## config.mk

```make
export PLATFORM = sky130hd
export DESIGN_NAME = traffic_ctrl
export DESIGN_NICKNAME = d
export VERILOG_FILES = /design/src/rtl/traffic_ctrl.sv
export SDC_FILE = /design/constraint.sdc
export NUM_CORES = 1
export LEC_CHECK = 0
export ABC_AREA = 1
export CAP_MARGIN = 20
export CORE_MARGIN = 2
export CORE_UTILIZATION = 42
export DETAILED_ROUTE_END_ITERATION = 12
export HOLD_SLACK_MARGIN = 0.15
export PLACE_DENSITY = 0.68
export SLEW_MARGIN = 10
export SYNTH_ARGS = -nofsm -noshare
export SYNTH_HDL_FRONTEND = slang
export SYNTH_SLANG_ARGS = --single-unit
```

## constraint.sdc

```tcl
create_clock -name CLK1K -period 8.6 [get_ports CLK1K]
set_input_delay 1.72 -clock CLK1K [delete_from_list [all_inputs] [get_ports CLK1K]]
set_output_delay 1.72 -clock CLK1K [all_outputs]
set_load 0.01 [all_outputs]
```

## src/rtl/traffic_ctrl.sv

```systemverilog
// traffic_ctrl: two-road traffic-light sequencer running from the 1 kHz
// scanner clock. Produces lamp drives for main (M) and side (S) roads and the
// per-road countdowns split into decimal digits for the 6-digit display.
module traffic_ctrl #(
  parameter int TICK_DIV = 1000,
  parameter int T_MG     = 30,
  parameter int T_SG     = 20,
  parameter int T_Y      = 3
) (
  input  logic       CLK1K,
  input  logic       rst_n,
  input  logic       hold,
  input  logic       night,
  output logic [2:0] lamp_m,
  output logic [2:0] lamp_s,
  output logic [3:0] num_1,
  output logic [3:0] num_2,
  output logic [3:0] num_3,
  output logic [3:0] num_4,
  output logic [3:0] num_5,
  output logic [3:0] num_6
);

  localparam int            CW       = (TICK_DIV > 1) ? $clog2(TICK_DIV) : 1;
  localparam logic [CW-1:0] CNT_MAX  = CW'(TICK_DIV - 1);
  localparam logic [CW-1:0] CNT_ONE  = CW'(1);
  localparam logic [CW-1:0] CNT_ZERO = CW'(0);
  localparam logic [6:0]    DUR_MG   = 7'(T_MG);
  localparam logic [6:0]    DUR_SG   = 7'(T_SG);
  localparam logic [6:0]    DUR_Y    = 7'(T_Y);
  localparam logic [3:0]    BLANK    = 4'hA;
  localparam logic [2:0]    LAMP_R   = 3'b100;
  localparam logic [2:0]    LAMP_Y   = 3'b010;
  localparam logic [2:0]    LAMP_G   = 3'b001;

  typedef enum logic [2:0] {
    ST_MG    = 3'd0,
    ST_MY    = 3'd1,
    ST_SG    = 3'd2,
    ST_SY    = 3'd3,
    ST_NIGHT = 3'd4
  } state_t;

  typedef struct packed {
    logic [2:0] lm;
    logic [2:0] ls;
    logic [3:0] n1;
    logic [3:0] n2;
    logic [3:0] n3;
    logic [3:0] n4;
    logic [3:0] n6;
  } disp_t;

  state_t        state_r, state_nx;
  logic [6:0]    rem_r, rem_nx;
  logic [CW-1:0] cnt_r, cnt_nx;
  logic          flash_r, flash_nx;
  disp_t         disp_r;
  logic          tick_s;

  // Split a 0..99 value into {tens, ones}; a zero tens digit stays 0.
  function automatic logic [7:0] split_dec(input logic [6:0] v);
    logic [3:0] tens;
    logic [3:0] ones;
    tens = 4'(v / 7'd10);
    ones = 4'(v % 7'd10);
    return {tens, ones};
  endfunction

  // Phase duration loaded on entry to a phase.
  function automatic logic [6:0] phase_dur(input state_t st);
    case (st)
      ST_MG:   return DUR_MG;
      ST_MY:   return DUR_Y;
      ST_SG:   return DUR_SG;
      ST_SY:   return DUR_Y;
      default: return DUR_MG;
    endcase
  endfunction

  // Fixed day-cycle order; anything unexpected restarts at main green.
  function automatic state_t next_phase(input state_t st);
    case (st)
      ST_MG:   return ST_MY;
      ST_MY:   return ST_SG;
      ST_SG:   return ST_SY;
      ST_SY:   return ST_MG;
      default: return ST_MG;
    endcase
  endfunction

  // Display/lamp decode. The red road counts down to its own green, which is
  // the current phase remainder plus the following yellow when in green.
  function automatic disp_t decode(input state_t st, input logic [6:0] rem,
                                   input logic flash);
    disp_t      d;
    logic [6:0] main_v;
    logic [6:0] side_v;
    logic [7:0] md;
    logic [7:0] sd;
    d      = {$bits(disp_t){1'b0}};
    main_v = rem;
    side_v = rem;
    case (st)
      ST_MG: begin d.lm = LAMP_G; d.ls = LAMP_R; side_v = rem + DUR_Y; d.n6 = 4'd1; end
      ST_MY: begin d.lm = LAMP_Y; d.ls = LAMP_R; d.n6 = 4'd2; end
      ST_SG: begin d.lm = LAMP_R; d.ls = LAMP_G; main_v = rem + DUR_Y; d.n6 = 4'd3; end
      ST_SY: begin d.lm = LAMP_R; d.ls = LAMP_Y; d.n6 = 4'd4; end
      default: begin
        d.lm = {1'b0, flash, 1'b0};
        d.ls = {1'b0, flash, 1'b0};
        d.n6 = BLANK;
      end
    endcase
    md = split_dec(main_v);
    sd = split_dec(side_v);
    if (st == ST_NIGHT) begin
      d.n1 = BLANK; d.n2 = BLANK; d.n3 = BLANK; d.n4 = BLANK;
    end else begin
      d.n1 = md[3:0]; d.n2 = md[7:4]; d.n3 = sd[3:0]; d.n4 = sd[7:4];
    end
    return d;
  endfunction

  assign tick_s = (cnt_r == CNT_MAX);

  // Next-state: night overrides everything, hold freezes divider and timer.
  always_comb begin
    state_nx = state_r;
    rem_nx   = rem_r;
    cnt_nx   = cnt_r;
    flash_nx = flash_r;
    if (night) begin
      if (state_r != ST_NIGHT) begin
        state_nx = ST_NIGHT;
        cnt_nx   = CNT_ZERO;
        flash_nx = 1'b0;
      end else if (tick_s) begin
        cnt_nx   = CNT_ZERO;
        flash_nx = ~flash_r;
      end else begin
        cnt_nx = cnt_r + CNT_ONE;
      end
    end else if (state_r == ST_NIGHT) begin
      state_nx = ST_MG;
      rem_nx   = DUR_MG;
      cnt_nx   = CNT_ZERO;
      flash_nx = 1'b0;
    end else if (hold) begin
      cnt_nx = cnt_r;
    end else if (tick_s) begin
      cnt_nx = CNT_ZERO;
      if (rem_r > 7'd1) begin
        rem_nx = rem_r - 7'd1;
      end else begin
        state_nx = next_phase(state_r);
        rem_nx   = phase_dur(next_phase(state_r));
      end
    end else begin
      cnt_nx = cnt_r + CNT_ONE;
    end
  end

  // State, timer, divider and output registers; outputs update on the same edge.
  always_ff @(posedge CLK1K or negedge rst_n) begin
    if (!rst_n) begin
      state_r <= ST_MG;
      rem_r   <= DUR_MG;
      cnt_r   <= CNT_ZERO;
      flash_r <= 1'b0;
      disp_r  <= decode(ST_MG, DUR_MG, 1'b0);
    end else begin
      state_r <= state_nx;
      rem_r   <= rem_nx;
      cnt_r   <= cnt_nx;
      flash_r <= flash_nx;
      disp_r  <= decode(state_nx, rem_nx, flash_nx);
    end
  end

  assign lamp_m = disp_r.lm;
  assign lamp_s = disp_r.ls;
  assign num_1  = disp_r.n1;
  assign num_2  = disp_r.n2;
  assign num_3  = disp_r.n3;
  assign num_4  = disp_r.n4;
  assign num_5  = BLANK;
  assign num_6  = disp_r.n6;

endmodule

```

==> After elaboration in Yosys (flattened, before gate mapping) <==
Cells that the tools add are included.
W data, S select, Z words.
{ "totals": {"register_bits": 47, "out_inout_bits": 30, "mem_bits_rw": 0, "latch_bits": 0, "romBits": 0, "input_bits": 4, "wordCells": 68, "mem_count": 0} }
{ "op_classes": {"n_eq_ne": 13, "div": 4, "n_lt_le_gt_ge": 1, "n_reduce_logical": 3, "shift": 0, "n_mul": 0, "n_addsub": 3, "mux": 32, "bitwise_logic": 1} }
{ "ops": {"columns": ["cell", "count"], "rows": [
  ["$mux W10", 5],
  ["$mux W7", 7],
  ["$mux W3", 11],
  ["$pmux W6 S4", 1],
  ["$mux W16", 1],
  ["$pmux W4 S4", 1],
  ["$eq A3 B2 Y1 const B", 5],
  ["$div A7 B4 Y7 const B", 2],
  ["$mod A7 B4 Y7 const B", 2],
  ["$add A10 B1 Y10 const B", 1],
  ["$eq A10 B10 Y1 const B", 1],
  ["$pmux W5 S2", 1],
  ["$eq A3 B1 Y1 const B", 3],
  ["$add A7 B2 Y7 const B", 1],
  ["$gt A7 B1 Y1 const B", 1],
  ["$sub A7 B1 Y7 const B", 1],
  ["$eq A3 B3 Y1 const B", 2],
  ["$logic_not A3 Y1", 2],
  ["$pmux W2 S3", 1],
  ["$mux W1", 4],
  ["$ne A3 B1 Y1 const B", 1],
  ["$ne A3 B3 Y1 const B", 1],
  ["$reduce_or A2 Y1", 1],
  ["$not A1 Y1", 1]
]} }

==> Logic depth before layout (Yosys ltp) <==
{ "depth": {"ltp_word": 19, "mapped_depth": 39, "depth_no_buf": 39} }

==> Worst setup path before layout <==
Ideal clock, no wire load.
{ "synth_path": {"path_type": "input to register", "startpoint": "input night", "endpoint": "register disp_r, in the netlist num_3[2]", "setup_slack_ns": 3.573, "setup_time_ns": 0.071, "path_stages": 34, "required_time_ns": 8.529, "path_buffers": 0, "arrival_time_ns": 4.956, "cell_sequence": "inv_1 nand2_1 a21oi_1 a21boi_2 ha_1 inv_1 nand3_1 nor2_1 nand3_1 nand2_1 nand3_1 nand2_2 inv_1 nand2_1 nand3_2 nand2_1 nand2_1 nand2_1 nand2_1 inv_1 ha_1 nand3_1 nand2_1 nand3_4 nand2_2 nand2_1 nand2_2 ha_1 inv_1 nand2_1 nand3_2 nor2_4 nor2_1 nor2_1"} }
{ "synth_via": {"elab_chain_cells": 5, "word_cells_on_any_way": 8, "classes_between": "add/sub (1); div (1); eq/ne (1); mux (4); reduce/logical (1)"} }
{ "synth_lines": {"columns": ["item", "line_no", "source"], "rows": [
  ["start, declared", "13", "input logic night,"],
  ["$mux W7 or $mux W3 (tied branches)", "133", "if (night) begin"],
  ["$add A7 B2 Y7 or $logic_not A3 Y1 (tied branches)", "105, 104", null],
  ["$mux W7", "104", "case (st)"],
  ["$mod A7 B4 Y7", "66", "ones = 4'(v % 7'd10);"],
  ["$mux W16 (*)", "117", "if (st == ST_NIGHT) begin"],
  ["end signal, assigned", "171", "disp_r <= decode(ST_MG, DUR_MG, 1'b0);"],
  ["end signal, assigned", "177", "disp_r <= decode(state_nx, rem_nx, flash_nx);"],
  ["end, declared", "58", "disp_t disp_r;"]
]} }
Mark *: on every way between the ends. The rest lies on a longest branch, timed or not.
A chain may end at the register's enable or synchronous reset.

==> Worst setup path in the final report <==
{ "layout_path": {"startpoint": "input night", "endpoint": "register disp_r, in the netlist num_3[1]"} }
The elaborated chain is that of the path after synthesis.

==> impl_metrics.py <==
metrics = {
    "run_status": {
        "outcome": "complete, no violations",
    },
    "power": {
        "vdd_drop_max_mv": 0.0665,
        "p_per_area_nw_per_um2": 130,
        "p_leak_nw": 2.00,
        "p_total_w": 0.000514,
    },
    "timing": {
        "clock-skew-final_ps": 15.0,
        "drv_slew": 0,
        "slew_headroom": 0.625,
        "worstMarginPinSlew_ps": 562,
        "hold_viol": 0,
        "setup_slack_ps": 2310,
        "max_freq_ghz": 0.159,
        "rsz0062_at_grt": "false",
        "period_needed_ps": 6290,
        "fin_tns_setup_ps": 0,
        "timing.final.crit_share": 0.731,
        "timing.hold.ws_ps": 557,
        "setup_viol": 0,
    },
    "synthesis": {
        "ys.flop_type": "dfrtp_1",
        "syn_avg_cell_area_sq_um": 7.34,
        "syn_inst": 469,
        "synthTopCellsByArea": "dfrtp_1 25%, nand2_1 12%, dfstp_2 9.9%",
        "ys_seq_elements": 47,
        "async_reset_ff_frac": 1.00,
        "synth_top_area_frac": 0.247,
        "synth_area_sq_um": 3440,
        "ys_warn_count": 0,
        "synth_edf_count": 0,
        "synth.distinct_cells": 46,
        "yosys.area.top_type": "dfrtp_1",
        "ys_seq_area_frac": 0.346,
    },
    "setup_path": {
        "critical_path.slowest_cell": "clkdlybuf4s50_1",
        "crit_arrival_ps": 6530,
        "cp_top_family": "simple AND/OR/NAND/NOR gates",
        "critPathMaxFanout": 14,
        "crit_top_cell": "nand2_1",
        "criticalPathCategory": "primary input to flop",
        "end_kind": "flop",
        "cp_num_buf_inv": 7,
        "slowest_delay_ps": 400,
        "worst_setup_path_start_kind": "primary input",
        "required_ps": 8840,
    },
    "finish": {
        "nFillCells": 818,
        "drive_gt1_frac": 0.192,
        "antenna_cells": 0,
        "nets": 517,
        "finish.utilization": 0.490,
        "syn_to_final_growth_pct": 15.0,
    },
    "grt": {
        "grt_max_degree": 48,
        "grt_pass1_wl_mm": 13.0,
        "grt_overflow": 0,
        "grt_pass1_vias": 2920,
        "grtUsageTotal": 0.179,
        "antenna_found_initial": 0,
    },
    "min_path": {
        "min_path_type": "flop to flop",
    },
    "floorplanning": {
        "coreArea_sq_um": 8090,
        "num_io_pins": 34,
        "fp-row-count": 33,
        "start_util": 0.426,
        "die_y_um": 94.6,
        "die_w_um": 94.6,
        "dieArea_sq_um": 8940,
    },
    "clock_network": {
        "cts_tree": "yes",
        "clk_path_buf_depth": 2,
        "cts-root-buf": "clkbuf_8",
        "clkTransAtPathRegs_ps": 110,
        "clock_latency_ps": 310,
        "cts_made_buffers": 5,
        "clkSinkCount": 47,
        "ctsResizeCount": 0,
        "htreeDepth": 2,
        "cts_hold_buffers": 0,
        "post_cts.repair.setup_buffers": 0,
    },
    "detailed_routing": {
        "route.met3.wl_um": 191,
        "routed_wl_mm": 7.32,
        "vias": 3018,
        "wl_met2_mm": 3.56,
        "first_pass_iters": 4,
        "wire_per_inst_um": 12.0,
        "top_layer": "met4",
        "drtIter0Drc": 162,
        "drc": 0,
        "viasPerCell": 4.96,
        "ant_nets": 0,
        "met1_length_mm": 3.56,
    },
    "placed_design": {
        "dp_slack_ps": 2040,
        "dp_hpwl_mm": 5.64,
        "gp_congestion": 0.920,
        "portBuffers": 29,
    },
    "flow_run": {
        "drv_cap": 0,
    },
}
-- per-stage QoR --
step / std cells / area, sq um
after floorplan: 471 / 3450
after global placement: 600 / 3840
after detailed placement: 600 / 3840
after CTS: 608 / 3940
after global routing: 609 / 3960
final: 609 / 3960
-- area by class of cell --
class                      instances  area (sq um)  share of cell area
multi-input combinational        344          1940               0.488
sequential                        47          1190               0.301
timing repair buffer              31           320              0.0808
inverter                          74           285              0.0720
tap                              105           131              0.0332
clock buffer                       5          68.8              0.0174
clock inverter                     3          28.8             0.00726
-- registers in the layout, summed over array words and instances (netlist names) --
register,count
lamp_s,3
rem_r,7
lamp_m,3
state_r,3
num_1,4
num_4,4
num_2,4
cnt_r,10
num_3,4
num_6,4
flash_r,1
-- logic make-up (layout without fill, tap and decap cells) --
group / after synthesis / in the layout / synth area share
flip-flops: 47 / 47 / 0.346
AO/OA/AOI/OAI: 52 / 52 / 0.0992
XOR/XNOR: 7 / 7 / 0.0178
adder cells (fa/ha/maj): 10 / 10 / 0.0363
AND/OR/NAND/NOR: 271 / 271 / 0.404
other: 2 / 4 / 0.00218
buffers and inverters: 80 / 113 / 0.0941
-- tightest hold or removal path, cell delays in order, from the launching register on --
cell	delay (ps)
dfrtp_1	350
nand2_1	50
o21ai_0	60
a21oi_1	60
-- layer usage --
layer	vias up	track usage
met2	47	0.295
met4	0	0.0531
met3	2	0.0327
li1	1561	-
met5	-	0
met1	1408	0.241
-- placed cells by master, fill, tap and decap left out, drive strengths merged --
| master | count |
|---|---|
| a21boi | 3 |
| a21oi | 21 |
| a31oi | 1 |
| and2 | 1 |
| and3 | 1 |
| buf | 3 |
| clkbuf | 5 |
| clkdlybuf4s50 | 28 |
| clkinv | 3 |
| conb | 4 |
| dfrtp | 34 |
| dfstp | 13 |
| ha | 10 |
| inv | 74 |
| nand2 | 133 |
| nand3 | 55 |
| nand3b | 2 |
| nand4 | 12 |
| nor2 | 58 |
| nor3 | 8 |
| o211ai | 2 |
| o21a | 1 |
| o21ai | 21 |
| o21bai | 1 |
| o31ai | 2 |
| or2 | 1 |
| xnor2 | 1 |
| xor2 | 6 |
-- final timing paths --
kind	from	endpoint	slack, ps	cells past startpoint
setup / recovery	night	num_3[1]$_DFF_PN1_	2310	36
hold / removal	flash_r$_DFF_PN0_	flash_r$_DFF_PN0_	560	3
setup reg to reg	cnt_r[1]$_DFFE_PN0P_	num_3[1]$_DFF_PN1_	3970	38
hold reg to reg	flash_r$_DFF_PN0_	flash_r$_DFF_PN0_	560	3
max in group asynchronous	rst_n	num_4[1]$_DFF_PN1_	6610	2
min in group asynchronous	rst_n	cnt_r[4]$_DFFE_PN0P_	1380	1
-- cell usage after synthesis (all sizes together) (2+ instances only) --
master,count
ha,10
o31ai,2
a21oi,21
nand3,55
clkinv,3
a21boi,3
buf,5
nand2,133
nor2,58
o21ai,21
nand3b,2
dfrtp,34
nand4,12
nor3,8
conb,2
dfstp,13
xor2,6
inv,71
o211ai,2
-- where the power goes --
part / internal, W / switching (W) / total (W)
Clock: 0.0000616 / 0.0000878 / 0.000149
Combinational: 0.0000460 / 0.0000705 / 0.000117
Sequential: 0.000238 / 0.0000101 / 0.000248
Total: 0.000345 / 0.000168 / 0.000514
Power figures use the tool's default switching activity.
